===== config.mk =====
export PLATFORM = sky130hd
export DESIGN_NAME = icache_direct
export DESIGN_NICKNAME = d
export VERILOG_FILES = /design/src/rtl/icache_direct_pkg.sv /design/src/rtl/icache_line_store.sv /design/src/rtl/icache_direct.sv
export SDC_FILE = /design/constraint.sdc
export NUM_CORES = 2
export LEC_CHECK = 0
export ABC_CLOCK_PERIOD_IN_PS = 21600
export BUFFER_PORTS_ARGS = -buffer_cell sky130_fd_sc_hd__clkbuf_2
export CAP_MARGIN = 5
export CORE_ASPECT_RATIO = 1.4
export CORE_UTILIZATION = 50
export CTS_CLUSTER_DIAMETER = 30
export DETAILED_ROUTE_END_ITERATION = 6
export PLACE_DENSITY = 0.68
export SYNTH_ARGS = -nofsm -noshare
export SYNTH_HDL_FRONTEND = slang
export SYNTH_SLANG_ARGS = --single-unit

===== constraint.sdc =====
create_clock -name clk_in -period 21.6 [get_ports clk_in]
set_input_delay 1.08 -clock clk_in [delete_from_list [all_inputs] [get_ports clk_in]]
set_output_delay 1.08 -clock clk_in [all_outputs]
set_load 0.01 [all_outputs]

===== src/rtl/icache_direct_pkg.sv =====
// icache_direct_pkg: state encoding, default cache geometry and the
// little-endian byte-to-word assembly shared by the instruction cache.
package icache_direct_pkg;
  localparam int DEF_INDEX_BITS  = 4;
  localparam int DEF_OFFSET_BITS = 4;
  localparam int DEF_RESP_GAP    = 2;

  typedef enum logic [2:0] {
    IDLE      = 3'd0,
    LOOKUP    = 3'd1,
    FILL_WAIT = 3'd2,
    FILL      = 3'd3,
    RESP      = 3'd4,
    GAP       = 3'd5
  } state_t;

  function automatic logic [31:0] le_word(input logic [7:0] b0, input logic [7:0] b1,
                                          input logic [7:0] b2, input logic [7:0] b3);
    return {b3, b2, b1, b0};
  endfunction
endpackage


===== src/rtl/icache_line_store.sv =====
// icache_line_store: tag/valid/data array, one combinational read port and
// one full-line write port; only the valid bits are reset.
module icache_line_store #(
  parameter int INDEX_BITS = 4,
  parameter int TAG_BITS   = 24,
  parameter int LINE_BITS  = 128
) (
  input  logic                  clk_in,
  input  logic                  rst_in,
  input  logic [INDEX_BITS-1:0] i_rd_idx,
  output logic                  o_rd_valid,
  output logic [TAG_BITS-1:0]   o_rd_tag,
  output logic [LINE_BITS-1:0]  o_rd_line,
  input  logic                  i_we,
  input  logic [INDEX_BITS-1:0] i_wr_idx,
  input  logic [TAG_BITS-1:0]   i_wr_tag,
  input  logic [LINE_BITS-1:0]  i_wr_line
);
  localparam int LINES = 1 << INDEX_BITS;

  logic [LINES-1:0]     r_valid;
  logic [TAG_BITS-1:0]  r_tag  [LINES];
  logic [LINE_BITS-1:0] r_data [LINES];

  always_ff @(posedge clk_in or negedge rst_in)
    if (!rst_in) r_valid <= '0;
    else if (i_we) r_valid[i_wr_idx] <= 1'b1;

  always_ff @(posedge clk_in)
    if (i_we) begin
      r_tag[i_wr_idx]  <= i_wr_tag;
      r_data[i_wr_idx] <= i_wr_line;
    end

  assign o_rd_valid = r_valid[i_rd_idx];
  assign o_rd_tag   = r_tag[i_rd_idx];
  assign o_rd_line  = r_data[i_rd_idx];
endmodule


===== src/rtl/icache_direct.sv =====
// icache_direct: direct-mapped instruction cache, byte-wide line fill on miss.
// Define ICACHE_STATS_EN to add hit_count/miss_count outputs.
module icache_direct
  import icache_direct_pkg::*;
#(
  parameter int INDEX_BITS  = DEF_INDEX_BITS,
  parameter int OFFSET_BITS = DEF_OFFSET_BITS,
  parameter int RESP_GAP    = DEF_RESP_GAP
) (
  input  logic        clk_in,
  input  logic        rst_in,
  input  logic        rdy_in,
  input  logic        to_icache,
  input  logic [31:0] pc_to_icache,
  output logic        have_result,
  output logic [31:0] inst_from_icache,
  input  logic        clear_in,
  output logic        mem_req,
  input  logic        mem_grant,
  output logic [31:0] mem_a,
  input  logic [7:0]  mem_din
`ifdef ICACHE_STATS_EN
  ,
  output logic [31:0] hit_count,
  output logic [31:0] miss_count
`endif
);
  localparam int TAG_BITS   = 32 - INDEX_BITS - OFFSET_BITS;
  localparam int LINE_BYTES = 1 << OFFSET_BITS;
  localparam int LINE_BITS  = 8 * LINE_BYTES;
  localparam int K_W        = OFFSET_BITS + 1;
  localparam logic [K_W-1:0]         K_ONE   = 1;
  localparam logic [OFFSET_BITS-1:0] OFF_ONE = 1;

  state_t                 r_state, w_next;
  logic [31:2]            r_pc;
  logic [K_W-1:0]         r_k;
  logic [7:0]             r_gap;
  logic                   r_supp;
  logic [LINE_BITS-1:0]   r_buf, w_fill_line, w_rd_line;
  logic                   w_rd_valid, w_hit, w_fill_done, w_lookup_hit, w_lookup_miss;
  logic [TAG_BITS-1:0]    w_rd_tag, w_tag;
  logic [INDEX_BITS-1:0]  w_idx;
  logic [OFFSET_BITS-3:0] w_word;
  logic                   w_have_d, w_req_d;
  logic [31:0]            w_inst_d, w_mem_a_d;
  logic                   w_unused;

  function automatic logic [31:0] pick(input logic [LINE_BITS-1:0] line, input logic [OFFSET_BITS-3:0] w);
    logic [31:0] raw;
    raw = line[{w, 5'd0} +: 32];
    return le_word(raw[7:0], raw[15:8], raw[23:16], raw[31:24]);
  endfunction

  assign w_unused      = ^pc_to_icache[1:0];
  assign w_tag         = r_pc[31:OFFSET_BITS+INDEX_BITS];
  assign w_idx         = r_pc[OFFSET_BITS+INDEX_BITS-1:OFFSET_BITS];
  assign w_word        = r_pc[OFFSET_BITS-1:2];
  assign w_hit         = w_rd_valid && w_rd_tag == w_tag;
  assign w_fill_done   = r_state == FILL && r_k == K_W'(LINE_BYTES);
  assign w_lookup_hit  = r_state == LOOKUP && !clear_in && w_hit;
  assign w_lookup_miss = r_state == LOOKUP && !clear_in && !w_hit;

  icache_line_store #(.INDEX_BITS(INDEX_BITS), .TAG_BITS(TAG_BITS), .LINE_BITS(LINE_BITS)) u_store (
    .clk_in    (clk_in),
    .rst_in    (rst_in),
    .i_rd_idx  (w_idx),
    .o_rd_valid(w_rd_valid),
    .o_rd_tag  (w_rd_tag),
    .o_rd_line (w_rd_line),
    .i_we      (w_fill_done && rdy_in),
    .i_wr_idx  (w_idx),
    .i_wr_tag  (w_tag),
    .i_wr_line (w_fill_line)
  );

  // The last byte is still on mem_din when the line is committed.
  always_comb begin
    w_fill_line = r_buf;
    w_fill_line[LINE_BITS-8 +: 8] = mem_din;
  end

  always_ff @(posedge clk_in or negedge rst_in)
    if (!rst_in) r_state <= IDLE;
    else if (rdy_in) r_state <= w_next;

  always_comb begin
    w_next = r_state;
    case (r_state)
      IDLE:      w_next = (to_icache && r_gap == 8'd0) ? LOOKUP : IDLE;
      LOOKUP:    w_next = (clear_in || w_hit) ? GAP : FILL_WAIT;
      FILL_WAIT: w_next = mem_grant ? FILL : FILL_WAIT;
      FILL:      w_next = w_fill_done ? RESP : FILL;
      RESP:      w_next = GAP;
      GAP:       w_next = (r_gap <= 8'd1) ? IDLE : GAP;
      default:   w_next = IDLE;
    endcase
  end

  always_comb begin
    w_have_d  = w_lookup_hit || (w_fill_done && !r_supp && !clear_in);
    w_inst_d  = w_lookup_hit ? pick(w_rd_line, w_word) : w_have_d ? pick(w_fill_line, w_word) : inst_from_icache;
    w_req_d   = w_lookup_miss ? 1'b1 : w_fill_done ? 1'b0 : mem_req;
    w_mem_a_d = (r_state == FILL_WAIT && mem_grant) ? {r_pc[31:OFFSET_BITS], {OFFSET_BITS{1'b0}}} :
                (r_state == FILL && r_k < K_W'(LINE_BYTES - 1)) ? {r_pc[31:OFFSET_BITS], r_k[OFFSET_BITS-1:0] + OFF_ONE} :
                mem_a;
  end

  always_ff @(posedge clk_in or negedge rst_in)
    if (!rst_in) begin
      have_result      <= 1'b0;
      inst_from_icache <= '0;
      mem_req          <= 1'b0;
      mem_a            <= '0;
    end else if (rdy_in) begin
      have_result      <= w_have_d;
      inst_from_icache <= w_inst_d;
      mem_req          <= w_req_d;
      mem_a            <= w_mem_a_d;
    end

  // r_k counts issued addresses; byte r_k-1 is on mem_din while r_k is nonzero.
  always_ff @(posedge clk_in or negedge rst_in)
    if (!rst_in) begin
      r_pc   <= '0;
      r_k    <= '0;
      r_gap  <= '0;
      r_supp <= 1'b0;
      r_buf  <= '0;
    end else if (rdy_in) begin
      if (r_state == IDLE && w_next == LOOKUP) r_pc <= pc_to_icache[31:2];
      r_k <= (r_state == FILL && !w_fill_done) ? r_k + K_ONE : '0;
      if (r_state == FILL && r_k != '0) r_buf[{r_k[OFFSET_BITS-1:0] - OFF_ONE, 3'd0} +: 8] <= mem_din;
      r_gap <= (r_state != GAP && w_next == GAP) ? 8'(RESP_GAP) : (r_state == GAP) ? r_gap - 8'd1 : r_gap;
      r_supp <= !w_fill_done && (r_supp || (clear_in && (r_state == FILL_WAIT || r_state == FILL)));
    end

`ifdef ICACHE_STATS_EN
  always_ff @(posedge clk_in or negedge rst_in)
    if (!rst_in) begin
      hit_count  <= '0;
      miss_count <= '0;
    end else if (rdy_in) begin
      hit_count  <= hit_count + {31'd0, w_lookup_hit};
      miss_count <= miss_count + {31'd0, w_lookup_miss};
    end
`endif
endmodule


==> implementation parameters <==
Parameter                              Value

Synthesis
  Most common library cells after synthesis ... edfxtp_1, mux4_2, nand2_1, dfrtp_1, clkbuf_1
  Leading area contributor after synthesis ... edfxtp_1
  Synth top area share ... 69.63%
  Post-synthesis net count ... 4935
  Cell types occupying the most area after synthesis ... edfxtp_1, mux4_2, dfrtp_1
  Gate count after technology mapping ... 4881
  Summed instance area of the synthesized netlist ... 0.1049 mm^2
  Flop and latch count out of synthesis ... 2681
  Number of distinct library cells after synthesis ... 78
  Number of warning messages in the yosys log ... 0
  Mean instance size in the synthesized netlist ... 21.49 um^2
  Top FF cell, synth ... edfxtp_1
  Sequential share of the synthesized area ... 75.58%
  Proportion of register bits with asynchronous set or reset after synthesis ... 9.288%
  Library cell with the highest instance count after synthesis ... edfxtp_1
  Number of flops mapped to enable cells by yosys ... 2432

Power and ir drop
  Leak ... 41.77 nW
  VDD IR max ... 0.08434 mV
  Total power ... 13.49 mW
  Cell Pwr Density ... 109.7 mW/mm^2

STA
  Worst Tran Pin Value ... 1.330 ns
  Setup TNS ... 0 ns
  Final period utilization ... 35.56%
  Achievable Freq ... 130.2 MHz
  Fin crit period ... 7.680 ns
  Final count of pins violating max slew ... 0
  Slew headroom ... 10.88%
  Setup repair after global routing missed its margin ... false
  Setup clock skew after layout ... 0.05463 ns
  Final Hold Viols ... 0
  Count of endpoints failing setup in the final report ... 0

Critical path
  CP Max Fanout ... 50
  Worst Setup Path Type ... flop to flop
  R2R Path End ... inst_from_icache[22]
  Type of element launching the critical path ... flop
  Worst Reg2Reg Path Length in Cells ... 13
  Worst EP required ... 22.34 ns
  Worst reg2reg setup slack ... 13.92 ns
  Startpoint of the lowest-slack register-to-register path ... r_pc[7]
  Type of element capturing the critical path ... flop
  Crit path DAT ... 8.42 ns

Detailed routing
  Detailed-route via count ... 52.15k
  DRC viols ... 0
  Total wirelength of the detailed-routed design ... 256200 um
  Detailed-route vias per instance ... 6.281
  Initial DRC count ... 5872
  Number of nets with antenna violations after detailed routing ... 0
  Drt first pass iters ... 5
  Average wire per standard cell ... 30.85 um

Global route
  Global Route Usage Sum ... 24.34%
  Total congestion overflow ... 0
  Pin count of the biggest net entering global routing ... 135
  Vias in the first global route ... 55.21k
  Global-route wire length before repair ... 373400 um
  Initial antenna violation count ... 11

Clock network
  CTS buffer count ... 416
  CTS tree ... yes
  Maximum buffer depth of the clock tree ... 4
  Later-pin clock latency in the skew report ... 0.89 ns
  Clock slew seen by the registers of the worst setup and hold paths ... 0.05 ns
  CTS root buf ... clkbuf_16
  Number of cells upsized or downsized after cts ... 0
  TritonCTS Sinks ... 2681
  CTS Hold Buffers Added ... 0
  H-tree depth ... 5
  Total setup buffers inserted after CTS ... 0

Place
  Post-detail-place hpwl ... 124500 um
  Global placement routability congestion ... 0.7734
  Count of port buffers added during placement ... 109

Floorplan
  Area of the core region ... 0.2081 mm^2
  Initial standard-cell utilization of the core ... 50.40%
  Die span in y ... 543.9 um
  Total I/O pin count ... 112
  Die footprint ... 0.2116 mm^2
  Die W ... 389.1 um
  Number of standard-cell rows in the floorplan ... 198

Flow run
  Maximum Capacitance Violations ... 0

Run status
  Status ... complete, no violations

Cells and area
  Area growth, synth to finish ... 17.23%
  Number of nets in the layout ... 5295
  Filler cells ... 14.53k
  Share of cells above drive strength 1 ... 33.13%

Worst hold path
  HP Class ... input port to asynchronous set/reset pin
-- worst max path at each step --
stage,start,to,slack (ns)
after floorplan,r_pc[7],u_store.r_valid[14],12.11
after global placement,r_pc[7],inst_from_icache[10],14.05
after detailed placement,r_pc[7],inst_from_icache[1],13.98
after CTS,r_pc[7],inst_from_icache[22],13.96
after global routing,r_pc[7],inst_from_icache[0],13.97
final,r_pc[7],inst_from_icache[22],13.92
-- cell usage in the layout (no fill, tap or decap), types with 19 or more instances in the layout --
cell type   Yosys  final
xnor2_1        19     19
clkbuf_8        0     20
a22oi_1        19     19
and3_1         38     38
dfrtp_1       249    244
clkbuf_2        0    108
edfxtp_1     2432   2432
and2_1         19     19
mux2i_1       110    110
clkinv_1        0     22
nor2_1        122    103
mux2_2        127    127
nand2_1       252    251
nand3_1        30     30
inv_1          30     29
bufinv_16       0     47
clkbuf_1      138     43
mux4_2        714    714
clkinv_2        0     56
o21ai_0       129    129
buf_4           7     81
a21oi_1        45     45
o31ai_1        26     26
clkinv_4        0     40
clkinvlp_4      0     59
clkbuf_16       0    420
inv_6           0     47
nand2b_1       42     42
-- metal layers --
metal | part of all wire, % | vias up | GRT usage, %
met5 | 0.020 | - | 0
met4 | 2.6 | 10 | 7.531
met3 | 8.1 | 430 | 4.201
met2 | 50 | 2532 | 40.31
met1 | 39 | 28074 | 33.25
li1 | - | 21101 | -
-- registers in the layout (all words and copies together) (netlist names) --
signal / flops
r_k: 5
u_store.r_valid: 16
r_gap: 8
have_result: 1
mem_req: 1
u_store.r_tag: 384
mem_a: 32
r_pc: 30
inst_from_icache: 32
r_supp: 1
u_store.r_data: 2048
r_buf: 120
r_state: 3
-- power breakdown --
group | total (mW) | switching [mW] | internal, mW | leakage, nW
sequential | 5.73 | 0.0809 | 5.65 | 26.6
clock | 6.73 | 2.48 | 4.25 | 6.86
combinational | 1.03 | 0.538 | 0.488 | 8.30
total | 13.5 | 3.10 | 10.4 | 41.8
-- through the flow --
stage                     std cells  util (%)  instance area, um^2  setup slack [ns]  hold slack [ns]
after global placement         7523     52.18               108600             14.05           0.4457
after floorplan                4881         -               104900             12.11           0.4337
after CTS                      8299     59.08               122900             13.96           0.2537
final                          8303     59.08               122900             13.92           0.2256
after global routing           8300     59.08               122900             13.97           0.2751
after detailed placement       7523     52.18               108600             13.98           0.4496
-- cell type report --
cell class | instances | area (um^2) | share of cell area [%]
inverters | 31 | 116.4 | 0.09464
flip-flops and latches | 2681 | 79280 | 64.48
clock inverters | 293 | 3396 | 2.762
repair buffers | 206 | 1484 | 1.207
clock buffers | 483 | 10950 | 8.903
diodes | 4 | 10.01 | 0.008141
well taps | 2700 | 3378 | 2.748
multi-input cells | 1905 | 24340 | 19.80
-- cell families (layout without fill, tap and decap cells) --
family / after synthesis / after routing / synth area share (%)
and+or+nand+nor: 577 / 577 / 2.557
DFF: 2681 / 2681 / 75.58
AOI/OAI and AO/OA: 340 / 340 / 2.391
buffers and inverters: 295 / 1013 / 1.377
adders and majority gates: 8 / 8 / 0.09545
muxes: 952 / 952 / 17.77
other: 0 / 4 / 0
xor gates and xnor gates: 28 / 28 / 0.2338
-- critical path, cell delays in order (launching register included) --
cell and delay (ns):
dfrtp_4 0.68, buf_4 0.65, buf_4 0.88, mux2_2 0.43, o22ai_1 0.26, nor4_1 0.08, nor4_1 0.99, a41oi_1 0.54
a2111o_1 0.44, or4_4 0.79, buf_4 0.45, a21bo_4 0.41, buf_4 0.43, o31ai_2 0.37
No activity file was read; power rests on OpenSTA's default activity.
